[config.mk]
export PLATFORM = sky130hd
export DESIGN_NAME = fft_mult_block_seq
export DESIGN_NICKNAME = d
export VERILOG_FILES = /design/src/rtl/fft_mult_block_seq.sv
export SDC_FILE = /design/constraint.sdc
export NUM_CORES = 2
export LEC_CHECK = 0
export CAP_MARGIN = 15
export CORE_MARGIN = 2
export CORE_UTILIZATION = 50
export CTS_CLUSTER_SIZE = 28
export DETAILED_ROUTE_END_ITERATION = 10
export HOLD_SLACK_MARGIN = 0.1
export PLACE_DENSITY = 0.77
export SLEW_MARGIN = 20
export SYNTH_ARGS = -nofsm -noshare
export SYNTH_HDL_FRONTEND = slang
export SYNTH_SLANG_ARGS = --single-unit
[constraint.sdc]
create_clock -name iCLK -period 9.4 [get_ports iCLK]
set_input_delay 1.88 -clock iCLK [delete_from_list [all_inputs] [get_ports iCLK]]
set_output_delay 1.88 -clock iCLK [all_outputs]
set_load 0.01 [all_outputs]
[src/rtl/fft_mult_block_seq.sv]
// Radix-4 twiddle-multiply stage: Y0 = X0, Yk = round(Xk*Wk) for k=1..3 via one shared complex multiplier.
// Define FFT_MULT_SAT_EN to clamp narrowed results; otherwise results wrap to D_BIT bits.
module fft_mult_block_seq #(
    parameter int D_BIT   = 17,
    parameter int W_BIT   = 12,
    parameter int W_SHIFT = W_BIT - 2
) (
    input  logic                 iCLK,
    input  logic                 iRESET,
    input  logic                 iVALID,
    output logic                 oREADY,
    input  logic [4*D_BIT-1:0]   iX_RE,
    input  logic [4*D_BIT-1:0]   iX_IM,
    input  logic [3*W_BIT-1:0]   iW_RE,
    input  logic [3*W_BIT-1:0]   iW_IM,
    output logic                 oVALID,
    input  logic                 iREADY,
    output logic [4*D_BIT-1:0]   oY_RE,
    output logic [4*D_BIT-1:0]   oY_IM
);

    localparam int FULL = D_BIT + W_BIT + 1;
    localparam logic signed [FULL-1:0] RND = FULL'(1) <<< (W_SHIFT - 1);
`ifdef FFT_MULT_SAT_EN
    localparam logic signed [FULL-1:0] SAT_MAX = (FULL'(1) <<< (D_BIT - 1)) - FULL'(1);
    localparam logic signed [FULL-1:0] SAT_MIN = -(FULL'(1) <<< (D_BIT - 1));
`endif

    typedef enum logic [1:0] {IDLE, CALC, DONE} state_t;

    state_t                state_q, state_d;
    logic [1:0]            cnt_q, cnt_d;
    logic [3*D_BIT-1:0]    x_re_q, x_im_q;
    logic [3*W_BIT-1:0]    w_re_q, w_im_q;
    logic [4*D_BIT-1:0]    y_re_q, y_im_q;
    logic                  accept;

    logic signed [D_BIT-1:0] xr, xi;
    logic signed [W_BIT-1:0] wr, wi;
    logic signed [FULL-1:0]  re_full, im_full;
    logic [D_BIT-1:0]        re_n, im_n;

    always_ff @(posedge iCLK or negedge iRESET) begin
        if (!iRESET) begin
            state_q <= IDLE;
            cnt_q   <= '0;
        end else begin
            state_q <= state_d;
            cnt_q   <= cnt_d;
        end
    end

    always_comb begin
        state_d = state_q;
        cnt_d   = cnt_q;
        unique case (state_q)
            IDLE: if (iVALID) begin
                state_d = CALC;
                cnt_d   = 2'd1;
            end
            CALC: if (cnt_q == 2'd3) state_d = DONE;
                  else               cnt_d   = cnt_q + 2'd1;
            DONE: if (iREADY) begin
                if (iVALID) begin
                    state_d = CALC;
                    cnt_d   = 2'd1;
                end else begin
                    state_d = IDLE;
                end
            end
            default: state_d = IDLE;
        endcase
    end

    always_comb begin
        oREADY = (state_q == IDLE) || ((state_q == DONE) && iREADY);
        oVALID = (state_q == DONE);
    end

    assign accept = iVALID && oREADY;

    // Operand select for the single shared multiplier; lane = cnt_q.
    always_comb begin
        unique case (cnt_q)
            2'd2: begin
                xr = x_re_q[D_BIT +: D_BIT];   xi = x_im_q[D_BIT +: D_BIT];
                wr = w_re_q[W_BIT +: W_BIT];   wi = w_im_q[W_BIT +: W_BIT];
            end
            2'd3: begin
                xr = x_re_q[2*D_BIT +: D_BIT]; xi = x_im_q[2*D_BIT +: D_BIT];
                wr = w_re_q[2*W_BIT +: W_BIT]; wi = w_im_q[2*W_BIT +: W_BIT];
            end
            default: begin
                xr = x_re_q[0 +: D_BIT];       xi = x_im_q[0 +: D_BIT];
                wr = w_re_q[0 +: W_BIT];       wi = w_im_q[0 +: W_BIT];
            end
        endcase
        re_full = FULL'(xr) * FULL'(wr) - FULL'(xi) * FULL'(wi);
        im_full = FULL'(xr) * FULL'(wi) + FULL'(xi) * FULL'(wr);
    end

`ifdef FFT_MULT_SAT_EN
    logic signed [FULL-1:0] re_rnd, im_rnd;
    always_comb begin
        re_rnd = (re_full + RND) >>> W_SHIFT;
        im_rnd = (im_full + RND) >>> W_SHIFT;
        if (re_rnd > SAT_MAX)      re_n = D_BIT'(SAT_MAX);
        else if (re_rnd < SAT_MIN) re_n = D_BIT'(SAT_MIN);
        else                       re_n = D_BIT'(re_rnd);
        if (im_rnd > SAT_MAX)      im_n = D_BIT'(SAT_MAX);
        else if (im_rnd < SAT_MIN) im_n = D_BIT'(SAT_MIN);
        else                       im_n = D_BIT'(im_rnd);
    end
`else
    always_comb begin
        re_n = D_BIT'((re_full + RND) >>> W_SHIFT);
        im_n = D_BIT'((im_full + RND) >>> W_SHIFT);
    end
`endif

    always_ff @(posedge iCLK or negedge iRESET) begin
        if (!iRESET) begin
            x_re_q <= '0;
            x_im_q <= '0;
            w_re_q <= '0;
            w_im_q <= '0;
            y_re_q <= '0;
            y_im_q <= '0;
        end else begin
            if (accept) begin
                x_re_q <= iX_RE[4*D_BIT-1:D_BIT];
                x_im_q <= iX_IM[4*D_BIT-1:D_BIT];
                w_re_q <= iW_RE;
                w_im_q <= iW_IM;
                y_re_q[0 +: D_BIT] <= iX_RE[0 +: D_BIT];
                y_im_q[0 +: D_BIT] <= iX_IM[0 +: D_BIT];
            end
            if (state_q == CALC) begin
                unique case (cnt_q)
                    2'd2: begin
                        y_re_q[2*D_BIT +: D_BIT] <= re_n;
                        y_im_q[2*D_BIT +: D_BIT] <= im_n;
                    end
                    2'd3: begin
                        y_re_q[3*D_BIT +: D_BIT] <= re_n;
                        y_im_q[3*D_BIT +: D_BIT] <= im_n;
                    end
                    default: begin
                        y_re_q[D_BIT +: D_BIT] <= re_n;
                        y_im_q[D_BIT +: D_BIT] <= im_n;
                    end
                endcase
            end
        end
    end

    assign oY_RE = y_re_q;
    assign oY_IM = y_im_q;

endmodule

==> results.json <==
{
  "status": "complete, no violations",
  "synth_nets": 5245,
  "num_vias": 30521,
  "seqCellArea_um2": 7860,
  "async_flop_share_pct": 100,
  "die_h_um": 286,
  "drive_above_1_share_pct": 10.3,
  "cp.arrival_ns": 9.43,
  "syn_area_um2": 39900,
  "path_max_fanout": 34,
  "whs_ns": 0.479,
  "drc": 0,
  "cts_tree": "done",
  "clock-sinks": 314,
  "cp_common_cell": "fa_1",
  "place_area_um2": 45100,
  "clkSlewWorstSetupHoldPaths_ns": 0.06,
  "yosysWarnings": 0,
  "core_area_um2": 79000,
  "ys_types": 69,
  "synth_edf_count": 0,
  "maxCapViolations": 0,
  "cts_buffers": 34,
  "die_area_um2": 82000,
  "cts-resized-gates": 0,
  "drtIter0Drc": 2903,
  "setup_tns_ns": 0,
  "grt_start_max_net_pins": 194,
  "antenna_found_initial": 8,
  "cts_setup_buffers": 0,
  "end_kind": "register",
  "yosys-top-cells-area": "fa_1 (40%), dfrtp_1 (20%), inv_1 (7.9%)",
  "grt_pass1_vias": 33005,
  "hpwlAfterDp_um": 101000,
  "rsz0062_at_grt": "false",
  "root_buffer": "clkbuf_16",
  "hold_class": "reg -> reg",
  "hold_viol": 0,
  "grtUsageTotal_pct": 32.0,
  "tightest_slew_ns": 1.08,
  "vias_per_cell": 5.60,
  "placed_cells": 5387,
  "seq_area_frac_synth_pct": 19.7,
  "gr-total-overflow": 0,
  "ios": 350,
  "clk_latency_ns": 0.58,
  "syn_inst": 4035,
  "ys_ff_latch": 314,
  "startpoint_type": "register",
  "critPathKind": "reg -> reg",
  "hold_buffers": 0,
  "ys.flop_type": "dfrtp_1",
  "n_fill_cell": 6539,
  "critPathSlowestCell": "a21oi_2",
  "stdcell_count": 5451,
  "gp_congestion": 1.03,
  "nNetsFinal": 5583,
  "ant_nets": 0,
  "slew_viol_final": 0,
  "fmax_mhz": 112,
  "cts_buffer_depth": 3,
  "design_area_um2": 46300,
  "wl_um": 127000,
  "multiInputGateArea_um2": 28100,
  "num_rows": 103,
  "cp.required_ns": 9.89,
  "min_period_ns": 8.94,
  "syn_to_final_growth_pct": 16.1,
  "yosysTopAreaCell": "fa_1",
  "drt-wirelength-per-cell_um": 23.3,
  "drtPass1Iterations": 7,
  "grt_pass1_wl_um": 195000,
  "setup_violations": 0,
  "relSlewSlack_pct": 28.3,
  "syn_area_per_cell_um2": 9.88,
  "start_util_pct": 50.5,
  "synth.top_cell.area_share_pct": 40.0,
  "dieWidth_um": 286,
  "cpPeakStageDelay_ns": 0.67,
  "htreeDepth": 2,
  "io_buffers": 349,
  "final.setup_skew_ns": 0.0378,
  "fin_crit_sh_pct": 95.1
}
[cells in the mapped netlist (8+ instances only)]
cell type,instances
or3_1,8
clkbuf_1,162
buf_2,25
fa_1,797
o21ai_0,64
nand2_1,556
xnor2_1,56
xor2_1,16
mux2_2,209
inv_1,844
ha_1,201
nand3_1,13
a21o_1,69
a22o_1,58
a21oi_1,74
nor2_1,396
nand2b_1,9
o31ai_1,11
dfrtp_1,314
o21ai_1,35
[cells in the final DEF, fill, tap and decap left out, types with 8 or more instances in the layout]
cell	Yosys	layout
nand2_1	556	553
nand3_1	13	13
inv_1	844	844
o31ai_1	11	11
clkdlybuf4s50_1	0	348
xor2_1	16	16
a21oi_1	74	66
ha_1	201	199
clkbuf_16	0	34
mux2_2	209	209
or3_1	8	8
o21ai_0	64	64
buf_4	2	144
a21oi_2	1	9
fa_1	797	797
nand2b_1	9	9
a22o_1	58	58
a21o_1	69	69
dfrtp_1	314	314
nor2_1	396	395
o21ai_1	35	35
xnor2_1	56	56
[registers in the layout, summed over array words and instances, names as in the netlist]
register  cells
w_im_q       36
oY_IM        68
x_re_q       51
x_im_q       51
cnt_q         2
state_q       2
oY_RE        68
w_re_q       36
[metrics by stage]
stage | setup slack (ns) | utilization [%]
2_1_floorplan | 1.31 | -
3_3_place_gp | 0.839 | 57.1
3_5_place_dp | 0.678 | 57.1
4_1_cts | 0.651 | 58.6
5_1_grt | 0.157 | 58.6
6_report | 0.464 | 58.6
[layout make-up]
cell class                 instances  share of cell area [%]
sequential                       314                    17.0
tap                             1050                    2.84
clock buffer                      47                    2.10
clock inverter                    13                   0.341
antenna                            4                  0.0216
timing repair buffer             498                    10.1
multi-input combinational       2680                    60.8
inverter                         845                    6.86
[worst paths after layout]
| kind | from | endpoint | slack (ns) | depth (start not counted) |
|---|---|---|---|---|
| setup / recovery | cnt_q[0] | oY_RE[50] | 0.46 | 28 |
| hold / removal | oY_IM[42] | oY_IM[42] | 0.48 | 2 |
| setup reg to reg | cnt_q[0] | oY_RE[50] | 0.46 | 28 |
| hold reg to reg | oY_IM[42] | oY_IM[42] | 0.48 | 2 |
| max in group asynchronous | iRESET | x_im_q[5] | 6.39 | 2 |
| min in group asynchronous | iRESET | w_re_q[26] | 1.41 | 1 |
[worst max-delay path, delay by kind of cell (launching register included)]
family	cells	cell delay [ns]
AO/OA/AOI/OAI	5	1.74
AND/OR/NAND/NOR	6	1.23
adder cells (fa/ha/maj)	9	4.53
buffers and inverters	8	0.96
flip-flops	1	0.39
[routing by layer]
layer	track usage [%]	part of all wire [%]	vias to the layer above
met2	48.7	44	1805
met4	20.5	8.2	6
met5	0	0.028	-
met3	9.80	12	493
li1	-	-	12806
met1	39.7	35	15411
[logic make-up after synthesis]
| group | count (synthesis) | synth area share (%) |
|---|---|---|
| AND/OR/NAND/NOR | 1032 | 10.3 |
| XOR/XNOR | 74 | 1.70 |
| buffers and inverters | 1041 | 9.90 |
| multiplexers | 209 | 5.90 |
| flip-flops | 314 | 19.7 |
| AO/OA/AOI/OAI | 367 | 6.15 |
| adder cells (fa/ha/maj) | 998 | 46.3 |
Power is left out: the tool's default activity adds up to more than one toggle a clock period on the data nets, which glitch-free logic cannot reach.
